$ cat src/rtl/vga_timing_gen_pkg.sv
// Shared types and helpers for the VGA raster timing generator.
package vga_timing_gen_pkg;

  // Run-time timing mode selector.
  typedef enum logic {
    MODE0 = 1'b0,
    MODE1 = 1'b1
  } mode_e;

  // Total period of one raster axis in pixels (or lines).
  function automatic int axis_total(input int act, input int fp, input int sync, input int bp);
    return act + fp + sync + bp;
  endfunction

endpackage

$ cat src/rtl/vga_timing_gen_axis_counter.sv
// One raster axis: position counter with wrap, active-area flag and sync window.
module vga_timing_gen_axis_counter #(
  parameter int CW = 11
) (
  input  logic          clk,
  input  logic          rst_n,
  input  logic          step_i,
  input  logic [CW-1:0] tot_m1_i,
  input  logic [CW-1:0] act_i,
  input  logic [CW-1:0] sync_start_i,
  input  logic [CW-1:0] sync_end_i,
  output logic [CW-1:0] cnt_o,
  output logic          wrap_o,
  output logic          active_o,
  output logic          sync_o
);

  logic [CW-1:0] cnt_q;
  logic [CW-1:0] cnt_d;

  // Greater-or-equal keeps the counter bounded even if limits ever shrink under it.
  assign wrap_o   = (cnt_q >= tot_m1_i);
  assign active_o = (cnt_q < act_i);
  assign sync_o   = (cnt_q >= sync_start_i) && (cnt_q < sync_end_i);
  assign cnt_o    = cnt_q;

  // Next position: advance on step, returning to zero after the last position.
  always_comb begin
    cnt_d = cnt_q;
    if (step_i) begin
      cnt_d = wrap_o ? '0 : cnt_q + 1'b1;
    end
  end

  // Position register.
  always_ff @(posedge clk) begin
    if (!rst_n) begin
      cnt_q <= '0;
    end else begin
      cnt_q <= cnt_d;
    end
  end

endmodule

$ cat src/rtl/vga_timing_gen.sv
// VGA raster timing generator: pixel divider, frame-aligned mode latch,
// two axis counters and a registered output stage.
// The output stage loads on the pixel tick, so every output shows the
// counter position of the previous tick and all outputs stay consistent.
module vga_timing_gen #(
  parameter int CW      = 11,
  parameter int PIX_DIV = 1,
  parameter int H0_ACT  = 640,
  parameter int H0_FP   = 24,
  parameter int H0_SYNC = 40,
  parameter int H0_BP   = 128,
  parameter int V0_ACT  = 480,
  parameter int V0_FP   = 9,
  parameter int V0_SYNC = 3,
  parameter int V0_BP   = 28,
  parameter int H1_ACT  = 640,
  parameter int H1_FP   = 16,
  parameter int H1_SYNC = 96,
  parameter int H1_BP   = 48,
  parameter int V1_ACT  = 480,
  parameter int V1_FP   = 10,
  parameter int V1_SYNC = 2,
  parameter int V1_BP   = 33,
  parameter bit HS_POL  = 1'b0,
  parameter bit VS_POL  = 1'b0
) (
  input  logic          wb_clk_i,
  input  logic          rst_n,
  input  logic          en_i,
  input  logic          mode_i,
  output logic          pix_en_o,
  output logic          hsync_o,
  output logic          vsync_o,
  output logic          de_o,
  output logic [CW-1:0] x_o,
  output logic [CW-1:0] y_o,
  output logic          line_start_o,
  output logic          frame_start_o,
  output logic          mode_o
);

  import vga_timing_gen_pkg::*;

  localparam int H0_TOT = axis_total(H0_ACT, H0_FP, H0_SYNC, H0_BP);
  localparam int V0_TOT = axis_total(V0_ACT, V0_FP, V0_SYNC, V0_BP);
  localparam int H1_TOT = axis_total(H1_ACT, H1_FP, H1_SYNC, H1_BP);
  localparam int V1_TOT = axis_total(V1_ACT, V1_FP, V1_SYNC, V1_BP);

  localparam logic [CW-1:0] H0_TM1 = CW'(H0_TOT - 1);
  localparam logic [CW-1:0] H0_A   = CW'(H0_ACT);
  localparam logic [CW-1:0] H0_SS  = CW'(H0_ACT + H0_FP);
  localparam logic [CW-1:0] H0_SE  = CW'(H0_ACT + H0_FP + H0_SYNC);
  localparam logic [CW-1:0] V0_TM1 = CW'(V0_TOT - 1);
  localparam logic [CW-1:0] V0_A   = CW'(V0_ACT);
  localparam logic [CW-1:0] V0_SS  = CW'(V0_ACT + V0_FP);
  localparam logic [CW-1:0] V0_SE  = CW'(V0_ACT + V0_FP + V0_SYNC);
  localparam logic [CW-1:0] H1_TM1 = CW'(H1_TOT - 1);
  localparam logic [CW-1:0] H1_A   = CW'(H1_ACT);
  localparam logic [CW-1:0] H1_SS  = CW'(H1_ACT + H1_FP);
  localparam logic [CW-1:0] H1_SE  = CW'(H1_ACT + H1_FP + H1_SYNC);
  localparam logic [CW-1:0] V1_TM1 = CW'(V1_TOT - 1);
  localparam logic [CW-1:0] V1_A   = CW'(V1_ACT);
  localparam logic [CW-1:0] V1_SS  = CW'(V1_ACT + V1_FP);
  localparam logic [CW-1:0] V1_SE  = CW'(V1_ACT + V1_FP + V1_SYNC);

  localparam int            DW      = (PIX_DIV > 1) ? $clog2(PIX_DIV) : 1;
  localparam logic [DW-1:0] DIV_MAX = DW'(PIX_DIV - 1);

  logic [DW-1:0] div_q, div_d;
  mode_e         mode_q, mode_d;
  logic          pix_en_q, pix_en_d;
  logic          hsync_q, hsync_d;
  logic          vsync_q, vsync_d;
  logic          de_q, de_d;
  logic [CW-1:0] x_q, x_d;
  logic [CW-1:0] y_q, y_d;
  logic          line_start_q, line_start_d;
  logic          frame_start_q, frame_start_d;
  logic          mode_out_q, mode_out_d;

  logic          tick;
  logic [CW-1:0] h_cnt, v_cnt;
  logic          h_wrap, v_wrap, h_act, v_act, h_sync, v_sync;
  logic [CW-1:0] h_tm1, h_a, h_ss, h_se;
  logic [CW-1:0] v_tm1, v_a, v_ss, v_se;

  assign tick = en_i && (div_q == DIV_MAX);

  // Axis limits follow the applied mode, which only changes at frame end.
  always_comb begin
    h_tm1 = H0_TM1;
    h_a   = H0_A;
    h_ss  = H0_SS;
    h_se  = H0_SE;
    v_tm1 = V0_TM1;
    v_a   = V0_A;
    v_ss  = V0_SS;
    v_se  = V0_SE;
    if (mode_q == MODE1) begin
      h_tm1 = H1_TM1;
      h_a   = H1_A;
      h_ss  = H1_SS;
      h_se  = H1_SE;
      v_tm1 = V1_TM1;
      v_a   = V1_A;
      v_ss  = V1_SS;
      v_se  = V1_SE;
    end
  end

  vga_timing_gen_axis_counter #(.CW(CW)) u_h (
    .clk          (wb_clk_i),
    .rst_n        (rst_n),
    .step_i       (tick),
    .tot_m1_i     (h_tm1),
    .act_i        (h_a),
    .sync_start_i (h_ss),
    .sync_end_i   (h_se),
    .cnt_o        (h_cnt),
    .wrap_o       (h_wrap),
    .active_o     (h_act),
    .sync_o       (h_sync)
  );

  vga_timing_gen_axis_counter #(.CW(CW)) u_v (
    .clk          (wb_clk_i),
    .rst_n        (rst_n),
    .step_i       (tick && h_wrap),
    .tot_m1_i     (v_tm1),
    .act_i        (v_a),
    .sync_start_i (v_ss),
    .sync_end_i   (v_se),
    .cnt_o        (v_cnt),
    .wrap_o       (v_wrap),
    .active_o     (v_act),
    .sync_o       (v_sync)
  );

  // Divider, mode latch and output stage next-state; all hold while en_i is low.
  always_comb begin
    div_d         = div_q;
    mode_d        = mode_q;
    pix_en_d      = tick;
    hsync_d       = hsync_q;
    vsync_d       = vsync_q;
    de_d          = de_q;
    x_d           = x_q;
    y_d           = y_q;
    line_start_d  = 1'b0;
    frame_start_d = 1'b0;
    mode_out_d    = mode_out_q;
    if (en_i) begin
      div_d = (div_q == DIV_MAX) ? '0 : div_q + 1'b1;
    end
    if (tick) begin
      x_d           = h_cnt;
      y_d           = v_cnt;
      de_d          = h_act && v_act;
      hsync_d       = h_sync ? HS_POL : ~HS_POL;
      vsync_d       = v_sync ? VS_POL : ~VS_POL;
      line_start_d  = (h_cnt == '0);
      frame_start_d = (h_cnt == '0) && (v_cnt == '0);
      mode_out_d    = mode_q;
      if (h_wrap && v_wrap) begin
        mode_d = mode_e'(mode_i);
      end
    end
  end

  // State and output registers.
  always_ff @(posedge wb_clk_i) begin
    if (!rst_n) begin
      div_q         <= '0;
      mode_q        <= MODE0;
      pix_en_q      <= 1'b0;
      hsync_q       <= ~HS_POL;
      vsync_q       <= ~VS_POL;
      de_q          <= 1'b0;
      x_q           <= '0;
      y_q           <= '0;
      line_start_q  <= 1'b0;
      frame_start_q <= 1'b0;
      mode_out_q    <= 1'b0;
    end else begin
      div_q         <= div_d;
      mode_q        <= mode_d;
      pix_en_q      <= pix_en_d;
      hsync_q       <= hsync_d;
      vsync_q       <= vsync_d;
      de_q          <= de_d;
      x_q           <= x_d;
      y_q           <= y_d;
      line_start_q  <= line_start_d;
      frame_start_q <= frame_start_d;
      mode_out_q    <= mode_out_d;
    end
  end

  assign pix_en_o      = pix_en_q;
  assign hsync_o       = hsync_q;
  assign vsync_o       = vsync_q;
  assign de_o          = de_q;
  assign x_o           = x_q;
  assign y_o           = y_q;
  assign line_start_o  = line_start_q;
  assign frame_start_o = frame_start_q;
  assign mode_o        = mode_out_q;

endmodule

$ cat config.mk
export PLATFORM = sky130hd
export DESIGN_NAME = vga_timing_gen
export DESIGN_NICKNAME = d
export VERILOG_FILES = /design/src/rtl/vga_timing_gen_pkg.sv /design/src/rtl/vga_timing_gen_axis_counter.sv /design/src/rtl/vga_timing_gen.sv
export SDC_FILE = /design/constraint.sdc
export NUM_CORES = 1
export LEC_CHECK = 0
export CAP_MARGIN = 20
export CELL_PAD_IN_SITES_DETAIL_PLACEMENT = 1
export CELL_PAD_IN_SITES_GLOBAL_PLACEMENT = 1
export CORE_MARGIN = 1
export CORE_UTILIZATION = 44
export DETAILED_ROUTE_END_ITERATION = 12
export MAX_ROUTING_LAYER = met4
export PLACE_DENSITY = 0.84
export SLEW_MARGIN = 20
export SYNTH_ARGS = -nofsm -noshare
export SYNTH_HDL_FRONTEND = slang
export SYNTH_SLANG_ARGS = --single-unit
$ cat constraint.sdc
create_clock -name wb_clk_i -period 4.5 [get_ports wb_clk_i]
set_input_delay 0.9 -clock wb_clk_i [delete_from_list [all_inputs] [get_ports wb_clk_i]]
set_output_delay 0.9 -clock wb_clk_i [all_outputs]
set_load 0.1 [all_outputs]
Yosys cells after proc, flatten, opt, wreduce, memory -nomap -nowiden
Index checks and enable logic that the tools add are counted.

storage, ports and cells
  logic and storage cells = 46
  input bits = 4
  bits in registers = 53
  output and inout port bits = 29

cells by class
  multiplexer cells = 10
  bitwise operators = 1
  magnitude comparators = 8
  reduce and logical (&&, ||, !) cells = 11
  add/sub/neg operators = 3

operators by type and width
  operator               count
  $ge 11x10->1           3
  $add 11x1->11 const B  2
  $logic_not 11->1       2
  $lt 11x9->1 const B    2
  $mux 11                2
  $mux 6                 2
  $ge 11x9->1            1
  $lt 11x10->1           1
  $lt 11x10->1 const B   1
  $mux 4                 2
  $logic_and 1x1->1      7
  $reduce_and 2->1       2
  $mux 1                 3
  $mux 2                 1
  $add 1x1->1 const B    1
  $not 1->1              1

Longest topological paths before layout
Gate-level depths: netlist (run 1).

  depth after elaboration = 4
  depth in mapped cells = 8

By module
Synthesis (run 1) repeated with hierarchy kept, for this count alone.

second synthesis, totals
  cell total of the unflattened synthesis = 509
  area, all modules = 4284.1 um^2

modules (own cells, without submodules)
  module                             seq. area each (um^2)  area an instance (um^2)  times used  cells each
  vga_timing_gen_axis_counter (u_h)  220.2                  1565.3                   1           198
  vga_timing_gen_axis_counter (u_v)  220.2                  1549.0                   1           204
  vga_timing_gen                     600.6                  1169.9                   1           107

Least setup slack after synthesis (run 1)
OpenSTA, ideal clock, no wires.

  kind = input -> register
  start point = input en_i
  end point = register u_h.cnt_q[1] (netlist: u_h.cnt_o[1])
  buffers on the path = 1
  cell stages on the path = 6
  slack = 2.594 ns
  arrival = 1.841 ns
  required time = 4.435 ns
  cells stage by stage = buf_2 -> nand2b_1 -> or4_1 -> o22ai_1 -> a2bb2oi_1 -> nor2_1

between the ends
  longest elaborated chain between the ends = 1

ends and longest elaborated chain
  element               line                               source
  start, declared       vga_timing_gen.sv:29               input logic en_i,
  $logic_and 1x1->1     vga_timing_gen.sv:87               assign tick = en_i && (div_q == DIV_MAX);
  end signal, assigned  vga_timing_gen_axis_counter.sv:40  cnt_q <= cnt_d;
  end, declared         vga_timing_gen_axis_counter.sv:18  logic [CW-1:0] cnt_q;

Every way passes these cells.
A chain may end at the register's enable or synchronous reset.

Final worst setup path (run 1)
  start point = register hsync_q (netlist: hsync_o)
  end point = output hsync_o

RTL lines
  element                 line                   source
  start, declared         vga_timing_gen.sv:72   logic hsync_q, hsync_d;
  start signal, assigned  vga_timing_gen.sv:176  hsync_q <= ~HS_POL;
  start signal, assigned  vga_timing_gen.sv:188  hsync_q <= hsync_d;
  end, declared           vga_timing_gen.sv:32   output logic hsync_o,

No word-level cell between the ends.

==> flow_metrics.env, run 1 <==
export IMPL_outcome="completed"
export IMPL_layout_drive_gt1_share_pct=8.90
export IMPL_final_area_um2=2870
export IMPL_track_usage_pct=23.4
export IMPL_crit_path_top_delay_cell="clkdlybuf4s50_1"
export IMPL_cp_arrival_ns=1.84
export IMPL_dp_cells=354
export IMPL_synth_edf_count=0
export IMPL_stdcell_count=362
export IMPL_setup_tns_ns=0
export IMPL_drt_vias_per_instance=5.64
export IMPL_syn_area_um2=2420
export IMPL_io_pins=33
export IMPL_synth_most_common_cell="dfxtp_1"
export IMPL_placed_area_um2=2760
export IMPL_path_class="reg -> out"
export IMPL_leakage_nw=1.10
export IMPL_clock_skew_ns=0.0110
export IMPL_tightest_slew_ns=1.02
export IMPL_initial_utilization_pct=46.4
export IMPL_fin_nets=306
export IMPL_synth_seq_cells=52
export IMPL_slew_viol_final=0
export IMPL_drt_first_iter_violations=141
export IMPL_max_slew_margin_rel_pct=32.0
export IMPL_setup_violations=0
export IMPL_cts_resized=0
export IMPL_postRouteWirelength_um=6140
export IMPL_period_share_pct=60.8
export IMPL_dieArea_um2=5790
export IMPL_cts_num_sinks=52
export IMPL_area_delta_synth_final_pct=18.9
export IMPL_drtPass1Iterations=4
export IMPL_postCtsSetupRepairBufs=0
export IMPL_critPathRequiredTime_ns=3.60
export IMPL_gp_congestion=0.781
export IMPL_die_w_um=76.1
export IMPL_layout_min_cycle_time_ns=2.74
export IMPL_whs_ns=0.493
export IMPL_synth_async_reset_ratio_pct=0
export IMPL_overflow=0
export IMPL_cpLargestDelayFamily="buffers and inverters"
export IMPL_yosysSeqAreaShare_pct=43.1
export IMPL_crit_chain="clkdlybuf4s50_1"
export IMPL_clk_pin_slew_ns=0.11
export IMPL_synthFlopType="dfxtp_1"
export IMPL_synth_common_cells="dfxtp_1 (52), nor2_1 (25), mux2i_1 (22)"
export IMPL_wl_per_cell_um=17.0
export IMPL_diodes=0
export IMPL_ant_nets=0
export IMPL_fillCellCount=610
export IMPL_yosysTopAreaCellShare_pct=43.1
export IMPL_dr_total_vias=2041
export IMPL_ff2ff_path_depth=7
export IMPL_min_path_cells=2
export IMPL_detailed_place_hpwl_um=4230
export IMPL_netlist_instances=264
export IMPL_grt_pass1_wl_um=10600
export IMPL_irDropWorstVdd_v=0.000155
export IMPL_antenna_found_initial=0
export IMPL_maxCapViolCount=0
export IMPL_grt_pass1_vias=2015
export IMPL_worst_hold_path_type="reg -> reg"
export IMPL_p_per_area_nw_per_um2=310
export IMPL_drcViolationCount=0
export IMPL_syn_avg_cell_area_um2=9.15
export IMPL_core_area_um2=5200
export IMPL_path_max_fanout=2
export IMPL_ctsHoldBuffers=0
export IMPL_synth_top_cell_by_area="dfxtp_1"
export IMPL_critPathBufInv=1
export IMPL_crit_cells=1
export IMPL_syn_nets=279
export IMPL_rows=26
export IMPL_die_y_um=76.1
export IMPL_clock_fmax_ghz=0.365
export IMPL_portBuffers=32
export IMPL_yosys_top_cells_area="dfxtp_1 (43%), mux2i_1 (9.1%), ha_1 (5.7%)"
export IMPL_htree_levels=2
export IMPL_slowest_delay_ns=1.17
export IMPL_yosys_warnings=0
export IMPL_cts_root_buffer="clkbuf_8"
export IMPL_fin_ws_ns=1.76
export IMPL_numCtsBuffers=5
export IMPL_grt_max_degree=37
export IMPL_cts_tree="done"
export IMPL_finalHoldViolations=0
export IMPL_rsz0062_at_grt="no"
export IMPL_pre_cts_ws_ns=1.56
export IMPL_clk_path_buf_depth=2
export IMPL_worst_setup_path_start_kind="flip-flop"
export IMPL_synth_cell_types=46
export IMPL_insertion_delay_ns=0.31
export IMPL_end_kind="output port"
[final timing paths]
check / to / slack [ns] / startpoint
setup / recovery: hsync_o / 1.76 / hsync_o
hold / removal: de_o / 0.49 / de_o
setup reg to reg: u_v.cnt_o[8] / 2.07 / mode_q
hold reg to reg: de_o / 0.49 / de_o
[flip-flops by register name, summed over array words and instances, names as in the netlist, 11 cells and up]
name / flops
u_v.cnt_o: 11
u_h.cnt_o: 11
x_o: 11
y_o: 11
[metal layers]
layer	global-route usage, %	vias to the layer above	share of wire, %
met5	-	-	0
met4	6.92	0	1.1
met3	4.67	8	3.9
met2	35.4	47	46
met1	31.7	1002	49
li1	-	984	-
[per-stage QoR]
step / utilization [%] / power [mW]
floorplan: - / 0.547
global placement: 53.0 / 0.565
detailed placement: 53.0 / 0.567
CTS: 55.2 / 0.897
global route: 55.2 / 0.918
finish: 55.2 / 0.891
[layout make-up]
cell class / count / area, um2 / area share, %
clock buffer: 5 / 68.8 / 2.40
clock inverter: 3 / 46.3 / 1.61
inverter: 7 / 26.3 / 0.915
multi-input combinational: 192 / 1280 / 44.6
sequential: 52 / 1040 / 36.2
tap: 70 / 87.6 / 3.05
timing repair buffer: 33 / 323 / 11.2
[power breakdown]
part           switching [mW]  internal, mW  leakage, nW
Sequential            0.00881         0.467        0.421
Clock                   0.166         0.168       0.0548
Combinational          0.0580        0.0239        0.624
[layout by cell type (no fill, tap or decap), types with 2 or more instances in the layout]
master,n
nor3_1,8
nor2_2,9
nand4b_1,3
a31o_1,2
nand3b_1,4
inv_1,6
nand2_1,20
and3_1,8
mux2i_1,22
nor2_1,25
clkbuf_8,5
nand4_1,3
nor2b_1,2
nand2b_1,4
a21oi_1,14
or2_2,2
nor4_1,2
o22ai_1,5
nand3_1,9
and2_1,3
a2bb2oi_1,2
o21ai_0,7
ha_1,11
xor2_1,8
clkdlybuf4s50_1,31
or3_1,4
dfxtp_1,52
[logic make-up after synthesis]
logic type,after synthesis,share of synthesized area [%]
flip-flops,52,43.1
buffers and inverters,20,3.94
AND/OR/NAND/NOR,112,24.7
AO/OA/AOI/OAI,38,10.2
adder cells (fa/ha/maj),11,5.70
XOR/XNOR,9,3.26
multiplexers,22,9.11
Power figures use the tool's default switching activity.
==> inputs of run 2 (changes only) <==
CORE_UTILIZATION = 37   (was 44)
PLACE_DENSITY = 0.76   (was 0.84)
clock period = 2.2 ns   (was 4.5 ns; I/O delays follow)
==> run 2 against run 1 <==
Power up 120%. Clock power rose by 140%. Cell count rose by 4.7%. Sequential share of layout area is 0.97 points lower. Combinational power grew 120%. First-iteration DRC count decreased by 2.8%. Largest power group unchanged. Critical path depth rose by 6. Critical endpoint is now u_v.cnt_o[4]. Sequential power increased by 100%. Non-clock buffer count grew 10. Critical path type is now reg -> reg.
==> flow_metrics.env, run 2 (same netlist as run 1, synthesis figures left out) <==
export IMPL_grt_pass1_vias=2014
export IMPL_grt_max_degree=36
export IMPL_ant_nets=0
export IMPL_layout_common_cells="dfxtp_1 (52), buf_4 (39), nor2_1 (24)"
export IMPL_clk_pin_slew_ns=0.10
export IMPL_cts_root_buffer="clkbuf_8"
export IMPL_tightest_slew_ns=0.529
export IMPL_grt_pass1_wl_um=10400
export IMPL_portBuffers=32
export IMPL_diodes=0
export IMPL_rows=29
export IMPL_slew_viol_final=0
export IMPL_mostFrequentLayoutCell="dfxtp_1"
export IMPL_cts_num_sinks=52
export IMPL_postRouteWirelength_um=6330
export IMPL_use_met3_pct=3.48
export IMPL_die_y_um=82.8
export IMPL_worst_setup_path_start_kind="flip-flop"
export IMPL_r2r_start="mode_q"
export IMPL_fin_nets=316
export IMPL_track_usage_pct=19.5
export IMPL_use_met2_pct=29.4
export IMPL_cp_arrival_ns=2.28
export IMPL_r2r_slack_ns=0.12
export IMPL_worstReg2RegEnd="u_v.cnt_o[4]"
export IMPL_drt_vias_per_instance=5.44
export IMPL_path_max_fanout=6
export IMPL_grt_busiest_layer="met2"
export IMPL_worst_hold_path_type="reg -> reg"
export IMPL_setup_violations=0
export IMPL_met1_usage_pct=26.8
export IMPL_hp_start="de_o"
export IMPL_crit_path_top_delay_cell="dfxtp_1"
export IMPL_die_w_um=82.8
export IMPL_period_share_pct=94.7
export IMPL_rsz0062_at_grt="no"
export IMPL_insertion_delay_ns=0.31
export IMPL_core_area_um2=6310
export IMPL_drtPass1Iterations=4
export IMPL_ff2ff_path_depth=7
export IMPL_drt_first_iter_violations=137
export IMPL_leakage_nw=1.26
export IMPL_layout_drive_gt1_share_pct=22.5
export IMPL_irDropWorstVdd_v=0.000438
export IMPL_area_delta_synth_final_pct=22.2
export IMPL_clock_fmax_ghz=0.480
export IMPL_numCtsBuffers=5
export IMPL_dr_total_vias=2060
export IMPL_ctsHoldBuffers=0
export IMPL_min_path_cells=2
export IMPL_wl_per_cell_um=16.7
export IMPL_p_per_area_nw_per_um2=659
export IMPL_slowest_delay_ns=0.42
export IMPL_power_total_mw=1.94
export IMPL_maxCapViolCount=0
export IMPL_overflow=0
export IMPL_antenna_found_initial=0
export IMPL_setup_tns_ns=0
export IMPL_clk_path_buf_depth=2
export IMPL_whs_ns=0.485
export IMPL_htree_levels=2
export IMPL_layout_min_cycle_time_ns=2.08
export IMPL_gp_congestion=0.850
export IMPL_drcViolationCount=0
export IMPL_max_slew_margin_rel_pct=64.4
export IMPL_holdPathEnd="de_o"
export IMPL_cts_tree="done"
export IMPL_end_kind="flip-flop"
export IMPL_initial_utilization_pct=38.3
export IMPL_path_class="reg -> reg"
export IMPL_clock_skew_ns=0.0180
export IMPL_critPathRequiredTime_ns=2.40
export IMPL_dieArea_um2=6860
export IMPL_detailed_place_hpwl_um=4470
export IMPL_outcome="completed"
export IMPL_crit_chain="inv_1 > ha_1 > nor2b_1 > o311ai_2 > and2_1 > o21ai_0 > a31o_1"
export IMPL_finalHoldViolations=0
export IMPL_io_pins=33
[run 2: through the flow]
stage	util (%)	setup WS [ns]	area, um2	instances
finish	46.7	0.117	2950	379
CTS	46.2	0.0614	2920	379
global route	46.7	0.00337	2950	379
detailed placement	44.1	0.0938	2780	371
floorplan	-	0.333	2420	264
global placement	44.1	0.153	2780	371
[run 2: what timing repair did]
| action | CTS | global route |
|---|---|---|
| setup buffers | 0 | 0 |
| setup endpoints to repair | 0 | 18 |
| endpoints found under the hold margin | 0 | 0 |
| gates resized for setup | 0 | 5 |
[run 2: how the worst max path moves through the flow]
| stage | slack (ns) | from | cells past startpoint | endpoint |
|---|---|---|---|---|
| floorplan | 0.33 | mode_q | 7 | u_v.cnt_o[4] |
| global placement | 0.15 | mode_q | 7 | u_v.cnt_o[2] |
| detailed placement | 0.09 | mode_q | 7 | u_v.cnt_o[5] |
| CTS | 0.06 | mode_q | 7 | u_v.cnt_o[2] |
| global route | 0.003 | mode_q | 7 | u_v.cnt_o[4] |
| finish | 0.12 | mode_q | 7 | u_v.cnt_o[4] |
[run 2: final cells by class]
type	instances	area, um2
Sequential cell	52	1040
Clock inverter	3	68.8
Fill cell	756	3360
Tap cell	77	96.3
Clock buffer	5	68.8
Timing Repair Buffer	43	338
Multi-Input combinational cell	192	1310
Inverter	7	26.3
[run 2: worst max-delay path, delay by kind of cell, from the launching register on]
family / cells / cell delay [ns]
buf+inv: 1 / 0.15
fa+ha+maj: 1 / 0.33
simple gates: 2 / 0.43
compound gates: 3 / 0.64
flops: 1 / 0.42
[run 2: layer usage]
layer  vias up  part of all wire (%)  wire [um]
li1       1001                     -          -
met1      1009                    49       3110
met2        48                    46       2890
met3         2                   4.5        284
met4         0                  0.73         46
met5         -                     0          0
[run 2: report_power, final]
group          internal, mW  switching, mW
sequential            0.955         0.0142
clock                 0.458          0.338
combinational        0.0531          0.126
total                  1.47          0.478
